--- src/rtl/mul_hilo_ctrl_if.sv ---
// Handshake bundle between the EX-stage HI/LO sequencer and the multi-cycle multiplier.
interface mul_hilo_ctrl_if;
  logic        mul_signed_o;
  logic [31:0] mul_op1_o;
  logic [31:0] mul_op2_o;
  logic        mul_start_o;
  logic        mul_annul_o;
  logic [63:0] mul_result_i;
  logic        mul_ready_i;

  // sequencer side
  modport master (
    output mul_signed_o, mul_op1_o, mul_op2_o, mul_start_o, mul_annul_o,
    input  mul_result_i, mul_ready_i
  );

  // multiplier side
  modport slave (
    input  mul_signed_o, mul_op1_o, mul_op2_o, mul_start_o, mul_annul_o,
    output mul_result_i, mul_ready_i
  );
endinterface

--- src/rtl/mul_hilo_ctrl.sv ---
// EX-stage MULT/MULTU sequencer: drives the multiplier start/annul handshake,
// stalls the pipeline while the multiply is in flight, and owns HI/LO.
module mul_hilo_ctrl #(
  parameter int TIMEOUT_CYC = 63
) (
  input  logic        clk,
  input  logic        rst,
  input  logic        ex_mul_req_i,
  input  logic        ex_signed_i,
  input  logic [31:0] ex_op1_i,
  input  logic [31:0] ex_op2_i,
  input  logic        flush_i,
  input  logic        hi_we_i,
  input  logic        lo_we_i,
  input  logic [31:0] hilo_wdata_i,
  output logic        stall_o,
  output logic [31:0] hi_o,
  output logic [31:0] lo_o,
  output logic        err_o,
  mul_hilo_ctrl_if.master mul
);

  typedef enum logic [1:0] {IDLE, BUSY, DONE} state_t;

  localparam logic [5:0] CNT_LAST = 6'(TIMEOUT_CYC - 1);

  state_t      state, state_d;
  logic [5:0]  cnt;
  logic        start_q, start_d;
  logic        annul_q, annul_d;
  logic        signed_q;
  logic [31:0] op1_q, op2_q;
  logic        accept, prod_we, tmo;

  assign mul.mul_start_o  = start_q;
  assign mul.mul_annul_o  = annul_q;
  assign mul.mul_signed_o = signed_q;
  assign mul.mul_op1_o    = op1_q;
  assign mul.mul_op2_o    = op2_q;

  // State register.
  always_ff @(posedge clk) begin
    if (rst) state <= IDLE;
    else     state <= state_d;
  end

  // Next state, stall and handshake decisions. Flush outranks ready, ready outranks timeout.
  always_comb begin
    state_d = state;
    stall_o = 1'b0;
    accept  = 1'b0;
    prod_we = 1'b0;
    tmo     = 1'b0;
    start_d = start_q;
    annul_d = 1'b0;
    case (state)
      IDLE: begin
        stall_o = ex_mul_req_i & ~flush_i;
        if (ex_mul_req_i && !flush_i) begin
          accept  = 1'b1;
          start_d = 1'b1;
          state_d = BUSY;
        end
      end
      BUSY: begin
        if (flush_i) begin
          annul_d = 1'b1;
          start_d = 1'b0;
          state_d = DONE;
        end else if (mul.mul_ready_i) begin
          prod_we = 1'b1;
          start_d = 1'b0;
          state_d = DONE;
        end else if (cnt == CNT_LAST) begin
          tmo     = 1'b1;
          annul_d = 1'b1;
          start_d = 1'b0;
          state_d = DONE;
        end else begin
          stall_o = 1'b1;
        end
      end
      DONE: begin
        // One dead cycle so the multiplier sees start low; requests wait here.
        stall_o = ex_mul_req_i & ~flush_i;
        start_d = 1'b0;
        state_d = IDLE;
      end
      default: state_d = IDLE;
    endcase
  end

  // Multiplier handshake registers, operand latch, BUSY counter and sticky error.
  always_ff @(posedge clk) begin
    if (rst) begin
      start_q  <= 1'b0;
      annul_q  <= 1'b0;
      signed_q <= 1'b0;
      op1_q    <= '0;
      op2_q    <= '0;
      cnt      <= '0;
      err_o    <= 1'b0;
    end else begin
      start_q <= start_d;
      annul_q <= annul_d;
      if (accept) begin
        signed_q <= ex_signed_i;
        op1_q    <= ex_op1_i;
        op2_q    <= ex_op2_i;
        cnt      <= '0;
      end else if (state == BUSY) begin
        cnt <= cnt + 6'd1;
      end
      if (tmo) err_o <= 1'b1;
    end
  end

  // HI/LO: the retiring product is younger than any WB move, so it wins.
  always_ff @(posedge clk) begin
    if (rst) begin
      hi_o <= '0;
      lo_o <= '0;
    end else if (prod_we) begin
      hi_o <= mul.mul_result_i[63:32];
      lo_o <= mul.mul_result_i[31:0];
    end else begin
      if (hi_we_i) hi_o <= hilo_wdata_i;
      if (lo_we_i) lo_o <= hilo_wdata_i;
    end
  end

endmodule

--- src/flat_wrapper.sv ---
// flat-port wrapper written by rule: the top's interface ports become plain ports
module mul_hilo_ctrl_flat 
#(
  parameter int TIMEOUT_CYC = 63
)
  (clk, rst, ex_mul_req_i, ex_signed_i, ex_op1_i, ex_op2_i, flush_i, hi_we_i, lo_we_i, hilo_wdata_i, stall_o, hi_o, lo_o, err_o, mul_mul_signed_o, mul_mul_op1_o, mul_mul_op2_o, mul_mul_start_o, mul_mul_annul_o, mul_mul_result_i, mul_mul_ready_i);
  mul_hilo_ctrl_if mul_i ();
  input  logic clk;
  input  logic rst;
  input  logic ex_mul_req_i;
  input  logic ex_signed_i;
  input  logic [31:0] ex_op1_i;
  input  logic [31:0] ex_op2_i;
  input  logic flush_i;
  input  logic hi_we_i;
  input  logic lo_we_i;
  input  logic [31:0] hilo_wdata_i;
  output logic stall_o;
  output logic [31:0] hi_o;
  output logic [31:0] lo_o;
  output logic err_o;
  output wire logic [$bits(mul_i.mul_signed_o)-1:0] mul_mul_signed_o;
  output wire logic [$bits(mul_i.mul_op1_o)-1:0] mul_mul_op1_o;
  output wire logic [$bits(mul_i.mul_op2_o)-1:0] mul_mul_op2_o;
  output wire logic [$bits(mul_i.mul_start_o)-1:0] mul_mul_start_o;
  output wire logic [$bits(mul_i.mul_annul_o)-1:0] mul_mul_annul_o;
  input wire logic [$bits(mul_i.mul_result_i)-1:0] mul_mul_result_i;
  input wire logic [$bits(mul_i.mul_ready_i)-1:0] mul_mul_ready_i;
  assign mul_mul_signed_o = mul_i.mul_signed_o;
  assign mul_mul_op1_o = mul_i.mul_op1_o;
  assign mul_mul_op2_o = mul_i.mul_op2_o;
  assign mul_mul_start_o = mul_i.mul_start_o;
  assign mul_mul_annul_o = mul_i.mul_annul_o;
  assign mul_i.mul_result_i = mul_mul_result_i;
  assign mul_i.mul_ready_i = mul_mul_ready_i;
  mul_hilo_ctrl #(.TIMEOUT_CYC(TIMEOUT_CYC)) u_core (.clk(clk), .rst(rst), .ex_mul_req_i(ex_mul_req_i), .ex_signed_i(ex_signed_i), .ex_op1_i(ex_op1_i), .ex_op2_i(ex_op2_i), .flush_i(flush_i), .hi_we_i(hi_we_i), .lo_we_i(lo_we_i), .hilo_wdata_i(hilo_wdata_i), .stall_o(stall_o), .hi_o(hi_o), .lo_o(lo_o), .err_o(err_o), .mul(mul_i));
endmodule
--- config.mk ---
export PLATFORM = sky130hd
export DESIGN_NAME = mul_hilo_ctrl_flat
export DESIGN_NICKNAME = d
export VERILOG_FILES = /design/src/rtl/mul_hilo_ctrl_if.sv /design/src/rtl/mul_hilo_ctrl.sv /design/src/flat_wrapper.sv
export SDC_FILE = /design/constraint.sdc
export NUM_CORES = 1
export LEC_CHECK = 0
export BUFFER_PORTS_ARGS = -buffer_cell sky130_fd_sc_hd__buf_2
export CAP_MARGIN = 20
export CORE_MARGIN = 2
export CORE_UTILIZATION = 46
export DETAILED_ROUTE_END_ITERATION = 10
export PLACE_DENSITY = 0.8
export SKIP_CTS_REPAIR_TIMING = 1
export SYNTH_ARGS = -nofsm -noshare
export SYNTH_HDL_FRONTEND = slang
export SYNTH_SLANG_ARGS = --single-unit
--- constraint.sdc ---
create_clock -name clk -period 2 [get_ports clk]
set_input_delay 0.1 -clock clk [delete_from_list [all_inputs] [get_ports clk]]
set_output_delay 0.1 -clock clk [all_outputs]
set_load 0.02 [all_outputs]
**After elaboration in Yosys (flattened, before gate mapping)**

Index checks and enable logic that the tools add are counted.

- Logic and storage cells: 58
- Output and inout bits: 133
- Bits in registers: 140
- Bits of input ports: 168

- Bitwise logic cells: 3
- Muxes and demuxes: 28
- Equal/unequal tests: 5
- Add/sub/neg operators: 1
- Reduce and logical (&&, ||, !) cells: 11

Operators by type and width:

| operator | number |
|---|---|
| 32-bit two-way mux | 4 |
| 1-bit two-way mux | 17 |
| 2-bit two-way mux | 4 |
| 6-bit by 1-bit adder with 6-bit output (second input constant) | 1 |
| 6-bit equality test (second input constant) | 1 |
| 2-bit OR reduction | 3 |
| 4-bit by 3-bit inequality test with 1-bit output (second input constant) | 1 |
| 2-bit one-hot mux with 2 select lines | 1 |
| 2-bit nonzero test | 2 |
| 1-bit one-hot mux with 3 select lines | 1 |
| 3-bit AND reduction | 1 |
| 3-bit nonzero test | 1 |
| 2-bit by 1-bit equality test with 1-bit output (second input constant) | 1 |
| 2-bit equality test (second input constant) | 1 |
| 2-bit zero test | 1 |
| 2-bit by 1-bit inequality test with 1-bit output (second input constant) | 1 |
| 1-bit inverter | 2 |
| 1-bit one-hot mux with 2 select lines | 1 |
| 2-bit AND reduction | 1 |
| 1-bit AND | 1 |
| 1-bit logical AND | 1 |
| 1-bit zero test | 1 |

**Logic depth before layout (Yosys ltp)**

Gate-level depths: netlist of run 1.

- Word-level depth: 5
- Mapped depth: 9
- Gate-level depth less buffers: 6

**Worst setup path after synthesis of run 1**

OpenSTA, ideal clock, no wires.

- Path type: register to register
- Start point: register u_core.state[1]
- End point: register u_core.hi_o[5]
- Clock period less this slack: 1.508 ns
- Required time: 1.919 ns
- Stages on the path, launching flop included: 10
- Path buffers: 3
- Setup time: 0.081 ns
- Path slack: 0.492 ns
- Data arrival time: 1.426 ns
- Cells stage by stage: dfxtp_1 -> inv_1 -> ha_1 -> buf_6 -> nor2b_4 -> nand2_4 -> buf_8 -> buf_8 -> nor2_2 -> a211oi_2

- Cells in the longest elaborated chain, start to end: 3
- Elaborated cells between the ends (all ways): 4
- Those cells by class: 1 x eq/ne; 2 x mux; 1 x reduce/logical

RTL lines:

| element | line | text |
|---|---|---|
| from (decl) | mul_hilo_ctrl.sv:27 | `state_t state, state_d;` |
| from (signal assigned) | mul_hilo_ctrl.sv:44 | `else state <= state_d;` |
| 2-bit by 1-bit equality test with 1-bit output (*) | mul_hilo_ctrl.sv:56 | `case (state)` |
| 1-bit two-way mux (*) | mul_hilo_ctrl.sv:56 |  |
| 32-bit two-way mux / 2-bit nonzero test (equally long branches) | - |  |
| to (signal assigned) | mul_hilo_ctrl.sv:124 | `hi_o <= mul.mul_result_i[63:32];` |
| to (signal assigned) | mul_hilo_ctrl.sv:127 | `if (hi_we_i) hi_o <= hilo_wdata_i;` |
| to (decl) | mul_hilo_ctrl.sv:17 | `output logic [31:0] hi_o,` |

Mark *: on every way between the ends. The rest lies on a longest branch, timed or not.
A chain may end at the register's enable or synchronous reset.

**Final worst setup path of run 1**

- Start point: register u_core.state[1]
- End point: register u_core.op2_q[9] (netlist: u_core.mul.mul_op2_o[9])

- Cells in the longest elaborated chain, start to end: 2

RTL lines:

| element | line | text |
|---|---|---|
| 2-bit zero test | mul_hilo_ctrl.sv:56 |  |
| 1-bit two-way mux | mul_hilo_ctrl.sv:56 |  |
| to (signal assigned) | mul_hilo_ctrl.sv:109 | `op2_q <= ex_op2_i;` |
| to (decl) | mul_hilo_ctrl.sv:32 | `logic [31:0] op1_q, op2_q;` |

No other way between the ends.

==> flow_metrics.py, run 1 <==
metrics = {
    "outcome": {
        "status": "finished, violations left",
        "violated_checks": "hold timing",
    },
    "grt": {
        "grt-ovfl-total": 0,
        "gr-usage-all-layers": 0.226,
        "antenna_violations_before_repair": 0,
        "via_count_of_the_first_global_routing_pass": 5412,
        "pin_count_of_the_biggest_net_entering_global_routing": 77,
        "global_route_wire_length_before_repair_um": 25700,
    },
    "sta": {
        "final.setup_skew_ps": 7.68,
        "final.setup.tns_ps": 0,
        "final_period_minus_worst_setup_slack_ps": 1920,
        "finalSetupViolCount": 0,
        "holdWs_ps": -1.26,
        "max-slew-margin-rel": 0.544,
        "final.period_utilization": 0.960,
        "maxClockFrequency_ghz": 0.521,
        "final-max-slew-violation-count": 0,
        "finalHoldViolCount": 2,
        "tightestPinTransition_ps": 684,
    },
    "route": {
        "wirelength_um": 19000,
        "drt_drc_violations_left": 0,
        "drtIter0Drc": 313,
        "final_antenna_net_count": 0,
        "wire_per_inst_um": 16.1,
        "dr.pass1.iters": 5,
        "via_per_inst": 5.14,
        "dr_total_vias": 6034,
    },
    "synthesis": {
        "synthSimpleGateAreaFrac": 0.149,
        "ys.warnings.count": 0,
        "synth_mux_area_frac": 0.107,
        "synth_xor_xnor_area_share": 0.00722,
        "synth_compound_gate_area_share": 0.195,
        "yosysUniqueCellTypes": 33,
        "synth.ff_latch_count": 140,
        "synth_area_um2": 6060,
        "synthAdderAreaFrac": 0.0124,
        "synth_top_family_by_area": "compound AO/OA/AOI/OAI gates",
        "post_synth.cell_area_avg_um2": 9.58,
        "postSynthNetCount": 807,
        "synth_sequential_area_ratio": 0.462,
        "postSynthCellCount": 633,
    },
    "critical_path": {
        "worst_ep_required_time_ps": 2330,
        "timing.rr.end": "u_core.mul.mul_op2_o[9]",
        "worst-path-max-fanout": 65,
        "critPathMaxStageDelay_ps": 520,
        "worstSetupStartpointType": "register",
        "setup.worst_path.class": "register to register",
        "end_kind": "register",
        "reg2reg_setup_slack_ps": 80,
        "critPathSlowestCell": "sky130_fd_sc_hd__buf_4",
        "cp_data_arrival_time_ps": 2250,
        "timing.critical_path.cells": "inv_1 -> ha_1 -> and2_2 -> buf_4 -> nand2_1 -> a21oi_1",
        "timing.reg2reg.worst_path_depth": 6,
        "r2r_start": "u_core.state[1]",
    },
    "power_and_ir_drop": {
        "power_density_nw_per_um2": 869,
        "peakVddDrop_v": 0.000671,
        "total_leakage_power_nw": 4.25,
        "post-layout-total-power_mw": 7.83,
    },
    "placed_design": {
        "gp_routability_congestion": 0.791,
        "place_hpwl_um": 11500,
        "port_buffers": 300,
    },
    "cts": {
        "clk_pin_slew_ps": 60,
        "cts_buffers": 17,
        "cts_buffer_depth": 2,
        "clock-sinks": 140,
        "clock_tree_from_tritoncts": "built",
        "clock_latency_on_the_worst_skew_pair_ps": 410,
        "root_buffer": "sky130_fd_sc_hd__clkbuf_16",
        "cts.htree.levels": 4,
    },
    "die": {
        "height_of_the_die_um": 119,
        "std_cell_rows": 41,
        "die-area_um2": 14100,
        "fp.dieW_um": 119,
        "floorplan.initialDensity": 0.476,
        "floorplan.core_area_um2": 12700,
        "floorplan.io_pins": 301,
    },
    "worst_hold_path": {
        "hold_class": "input pin to register",
        "depth_of_the_worst_hold_timing_path": 3,
        "min_from": "mul_mul_result_i[49]",
        "whs_endpoint": "u_core.hi_o[17]",
    },
    "layout": {
        "nNetsFinal": 1163,
        "drive_above_1_share": 0.422,
        "num_antenna_cells": 0,
        "area_delta_synth_final_pct": 48.5,
    },
    "job": {
        "max_cap_check_violation_count": 0,
    },
}
report_power, final:
group | switching [mW] | internal [mW]
Sequential | 0.0889 | 2.96
Clock | 1.20 | 2.32
Combinational | 0.704 | 0.558
cell type report:
type                            count  area, um2
Fill cell                         916       3720
Multi-Input combinational cell    437       2870
Sequential cell                   140       2800
Timing Repair Buffer              389       2440
Clock buffer                       22        474
Tap cell                          172        215
Clock inverter                     10        186
Inverter                            4       15.0
cell families after synthesis:
group                      Yosys count
xor gates and xnor gates             5
DFF                                140
buffers and inverters               56
and+or+nand+nor                    223
AOI/OAI and AO/OA                  138
adders and majority gates            6
muxes                               65
synthesized netlist by cell type, drive strengths merged:
master / n / area share
mux2i: 65 / 0.11
nand2: 135 / 0.085
o21ai: 1 / 0.00082
a21oi: 70 / 0.058
inv: 4 / 0.0025
nand3: 1 / 0.00082
dfxtp: 140 / 0.46
nor2: 74 / 0.048
nor3: 3 / 0.0025
buf: 38 / 0.055
a311oi: 1 / 0.0014
clkbuf: 14 / 0.0087
a211oi: 65 / 0.13
nand2b: 2 / 0.0021
nor4: 1 / 0.0010
xor2: 3 / 0.0043
xnor2: 2 / 0.0029
nand4: 2 / 0.0021
nor2b: 3 / 0.0047
nor3b: 1 / 0.0012
o211ai: 1 / 0.0021
ha: 6 / 0.012
and2: 1 / 0.0010
sequential cells by signal, indices dropped and copies added (netlist names):
register                 cells
u_core.mul.mul_annul_o       1
u_core.cnt                   6
u_core.lo_o                 32
u_core.mul.mul_op1_o        32
u_core.err_o                 1
u_core.state                 2
u_core.mul.mul_op2_o        32
u_core.mul.mul_signed_o      1
u_core.hi_o                 32
u_core.mul.mul_start_o       1
routing by layer:
layer / GRT usage / routed length, um
met5: 0 / 0
met1: 0.246 / 7130
met4: 0.0930 / 698
met3: 0.0758 / 1600
met2: 0.399 / 9530
cells in the final DEF, fill, tap and decap left out, types with 3 or more instances in the layout:
master | netlist | final
sky130_fd_sc_hd__clkbuf_8 | 0 | 3
sky130_fd_sc_hd__nor3_1 | 3 | 3
sky130_fd_sc_hd__nor2_1 | 68 | 68
sky130_fd_sc_hd__mux2i_1 | 65 | 65
sky130_fd_sc_hd__clkinv_4 | 0 | 3
sky130_fd_sc_hd__buf_4 | 1 | 11
sky130_fd_sc_hd__buf_2 | 15 | 299
sky130_fd_sc_hd__a211oi_2 | 64 | 64
sky130_fd_sc_hd__dfxtp_1 | 140 | 140
sky130_fd_sc_hd__a21oi_1 | 70 | 70
sky130_fd_sc_hd__buf_12 | 0 | 7
sky130_fd_sc_hd__inv_1 | 4 | 4
sky130_fd_sc_hd__ha_1 | 6 | 6
sky130_fd_sc_hd__xor2_1 | 3 | 3
sky130_fd_sc_hd__clkbuf_16 | 0 | 17
sky130_fd_sc_hd__bufinv_16 | 0 | 5
sky130_fd_sc_hd__nor2_2 | 6 | 6
sky130_fd_sc_hd__nand2_1 | 133 | 133
sky130_fd_sc_hd__dlygate4sd3_1 | 0 | 72
how the worst max path moves through the flow:
stage	to	slack [ps]	cells past startpoint	from
4_1_cts	stall_o	60	6	u_core.state[1]
5_1_grt	u_core.mul.mul_op2_o[9]	-8	6	u_core.state[1]
3_5_place_dp	u_core.mul.mul_op1_o[28]	220	6	u_core.state[1]
6_report	u_core.mul.mul_op2_o[9]	80	6	u_core.state[1]
3_3_place_gp	u_core.mul.mul_op2_o[29]	340	6	u_core.state[1]
2_1_floorplan	u_core.hi_o[5]	490	9	u_core.state[1]
worst max-delay path: cells and delay by family, from the launching register on:
kind	cells	cell delay (ps)
buffers and inverters	2	620
and+or+nand+nor	2	360
DFF	1	350
adders and majority gates	1	280
AOI/OAI and AO/OA	1	180
per-stage QoR:
step / area (um2) / utilization / worst slack, ps / std cells
final: 9000 / 0.708 / 80.5 / 1174
after detailed placement: 7600 / 0.598 / 224 / 1068
after CTS: 8270 / 0.650 / 64.3 / 1100
after global placement: 7600 / 0.598 / 343 / 1068
after global routing: 9000 / 0.708 / -8.03 / 1174
after floorplan: 6060 / - / 492 / 633
Note: power is estimated with default switching activity, not from simulation.
==> run 2, diff against run 1 <==
Settings changed: BUFFER_PORTS_ARGS -buffer_cell sky130_fd_sc_hd__buf_2 to -buffer_cell sky130_fd_sc_hd__buf_4.
==> run 2 against run 1 <==
  * The run still ends with hold timing left
  * Largest power group unchanged
  * Clock skew fell by 1.3 ps
  * Critical path depth unchanged
  * Count of clock-buffer cells in the layout is 3 lower
  * Total power is 2.8% higher
  * Die area is the same
  * Critical path type unchanged
  * Maximum frequency is 2.4% lower
==> flow_metrics.py, run 2 (synthesized netlist as in run 1, its figures left out) <==
metrics = {
    "outcome": {
        "status": "finished, violations left",
        "violated_checks": "hold timing",
    },
    "grt": {
        "gr-usage-all-layers": 0.237,
        "via_count_of_the_first_global_routing_pass": 5499,
        "grt-ovfl-total": 0,
        "antenna_violations_before_repair": 0,
        "pin_count_of_the_biggest_net_entering_global_routing": 66,
        "global_route_wire_length_before_repair_um": 26700,
    },
    "sta": {
        "tightestPinTransition_ps": 689,
        "holdWs_ps": -3.20,
        "maxClockFrequency_ghz": 0.509,
        "max-slew-margin-rel": 0.541,
        "final.setup_skew_ps": 6.34,
        "final_period_minus_worst_setup_slack_ps": 1970,
        "final.period_utilization": 0.983,
        "finalHoldViolCount": 1,
        "final.setup.tns_ps": 0,
        "final-max-slew-violation-count": 0,
        "finalSetupViolCount": 0,
        "setup_slack_ps": 33.5,
    },
    "layout": {
        "num_antenna_cells": 0,
        "stdcell_area_um2": 9660,
        "drive_above_1_share": 0.422,
        "multi_input_logic_area_um2": 2870,
        "regArea_um2": 2800,
        "fillers": 848,
        "mostFrequentLayoutCell": "sky130_fd_sc_hd__buf_4",
        "nNetsFinal": 1154,
        "mostFrequentLayoutCells": "306 x sky130_fd_sc_hd__buf_4, 140 x sky130_fd_sc_hd__dfxtp_1, 133 x sky130_fd_sc_hd__nand2_1, 69 x sky130_fd_sc_hd__a21oi_1",
        "area_delta_synth_final_pct": 59.4,
    },
    "critical_path": {
        "worst-path-max-fanout": 65,
        "timing.critical_path.cells": "inv_1 -> ha_1 -> and2_2 -> buf_4 -> nand2_1 -> a21oi_1",
        "critical_path.top_delay_family": "buffers and inverters",
        "worstSetupStartpointType": "register",
        "critPathSlowestCell": "sky130_fd_sc_hd__buf_4",
        "critPathMaxStageDelay_ps": 530,
        "timing.critical_path.buf_inv": 2,
        "first_element_of_the_critical_path": "u_core.state[1]",
        "cp_data_arrival_time_ps": 2290,
        "setup.worst_path.class": "register to register",
        "end_kind": "register",
        "r2r_start": "u_core.state[1]",
        "worst_ep_required_time_ps": 2320,
    },
    "route": {
        "dr.pass1.iters": 5,
        "wirelength_um": 20100,
        "dr_total_vias": 6020,
        "final_antenna_net_count": 0,
        "wire_per_inst_um": 17.3,
        "via_per_inst": 5.17,
        "drt_drc_violations_left": 0,
        "drtIter0Drc": 408,
    },
    "die": {
        "fp.dieW_um": 119,
        "floorplan.core_area_um2": 12700,
        "die-area_um2": 14100,
        "height_of_the_die_um": 119,
        "floorplan.initialDensity": 0.476,
        "floorplan.io_pins": 301,
        "std_cell_rows": 41,
    },
    "cts": {
        "clock_tree_from_tritoncts": "built",
        "cts_buffer_depth": 2,
        "clk_pin_slew_ps": 60,
        "clock-sinks": 140,
        "cts_buffers": 17,
        "cts.htree.levels": 4,
        "clock_latency_on_the_worst_skew_pair_ps": 410,
        "root_buffer": "sky130_fd_sc_hd__clkbuf_16",
    },
    "placed_design": {
        "pre_cts_ws_ps": 224,
        "port_buffers": 300,
        "postPlaceCellArea_um2": 8320,
        "place_hpwl_um": 12200,
        "gp_routability_congestion": 0.775,
    },
    "power_and_ir_drop": {
        "total_leakage_power_nw": 4.36,
        "power_density_nw_per_um2": 833,
        "post-layout-total-power_mw": 8.05,
        "peakVddDrop_v": 0.000532,
    },
    "worst_hold_path": {
        "min_from": "mul_mul_result_i[37]",
        "hold_class": "input pin to register",
    },
    "job": {
        "max_cap_check_violation_count": 0,
    },
}
[run 2: changes by cell type in the layout (fill, tap and decap cells not counted)]
cell	previous run	this run
sky130_fd_sc_hd__buf_12	7	6
sky130_fd_sc_hd__clkbuf_8	3	1
sky130_fd_sc_hd__dlygate4sd3_1	72	68
sky130_fd_sc_hd__buf_2	299	0
sky130_fd_sc_hd__clkinv_2	2	3
sky130_fd_sc_hd__clkinvlp_4	0	2
sky130_fd_sc_hd__a21oi_1	70	69
sky130_fd_sc_hd__a21oi_2	0	1
sky130_fd_sc_hd__clkinv_4	3	1
sky130_fd_sc_hd__bufinv_16	5	6
sky130_fd_sc_hd__buf_4	11	306
sky130_fd_sc_hd__clkbuf_1	2	1
[run 2: final cells by class]
| cell class | instances | area share |
|---|---|---|
| well taps | 172 | 0.0223 |
| repair buffers | 380 | 0.321 |
| clock buffers | 19 | 0.0458 |
| multi-input cells | 437 | 0.297 |
| inverters | 4 | 0.00155 |
| clock inverters | 12 | 0.0227 |
| flip-flops and latches | 140 | 0.290 |
[run 2: metrics by stage]
step	hold slack [ps]	utilization	cells
final	-3.20	0.760	1164
after global routing	5.69	0.760	1164
after CTS	-89.3	0.706	1096
after detailed placement	354	0.654	1065
after global placement	346	0.654	1065
after floorplan	236	-	633
[run 2: power by group]
group | internal, mW | switching, mW | leakage [nW] | total (mW)
registers | 2.96 | 0.0952 | 1.15 | 3.05
logic | 0.721 | 0.718 | 2.89 | 1.44
clock network | 2.36 | 1.19 | 0.319 | 3.55
total | 6.04 | 2.01 | 4.36 | 8.05
[run 2: worst paths after layout]
check / to / slack (ps) / cells past startpoint
max: u_core.mul.mul_op1_o[27] / 30 / 6
min reg2reg: u_core.mul.mul_op1_o[5] / 460 / 2
min: u_core.hi_o[5] / -3 / 3
max reg2reg: u_core.mul.mul_op1_o[27] / 30 / 6
[run 2: metal layers]
metal | GRT usage | share of wire
met1 | 0.251 | 0.37
met2 | 0.420 | 0.52
met3 | 0.0864 | 0.075
met4 | 0.106 | 0.040
met5 | 0 | 0
[run 2: tightest hold or removal path, cell delays in order]
cell,delay (ps)
sky130_fd_sc_hd__buf_4,110
sky130_fd_sc_hd__nor2_2,100
sky130_fd_sc_hd__a211oi_2,50
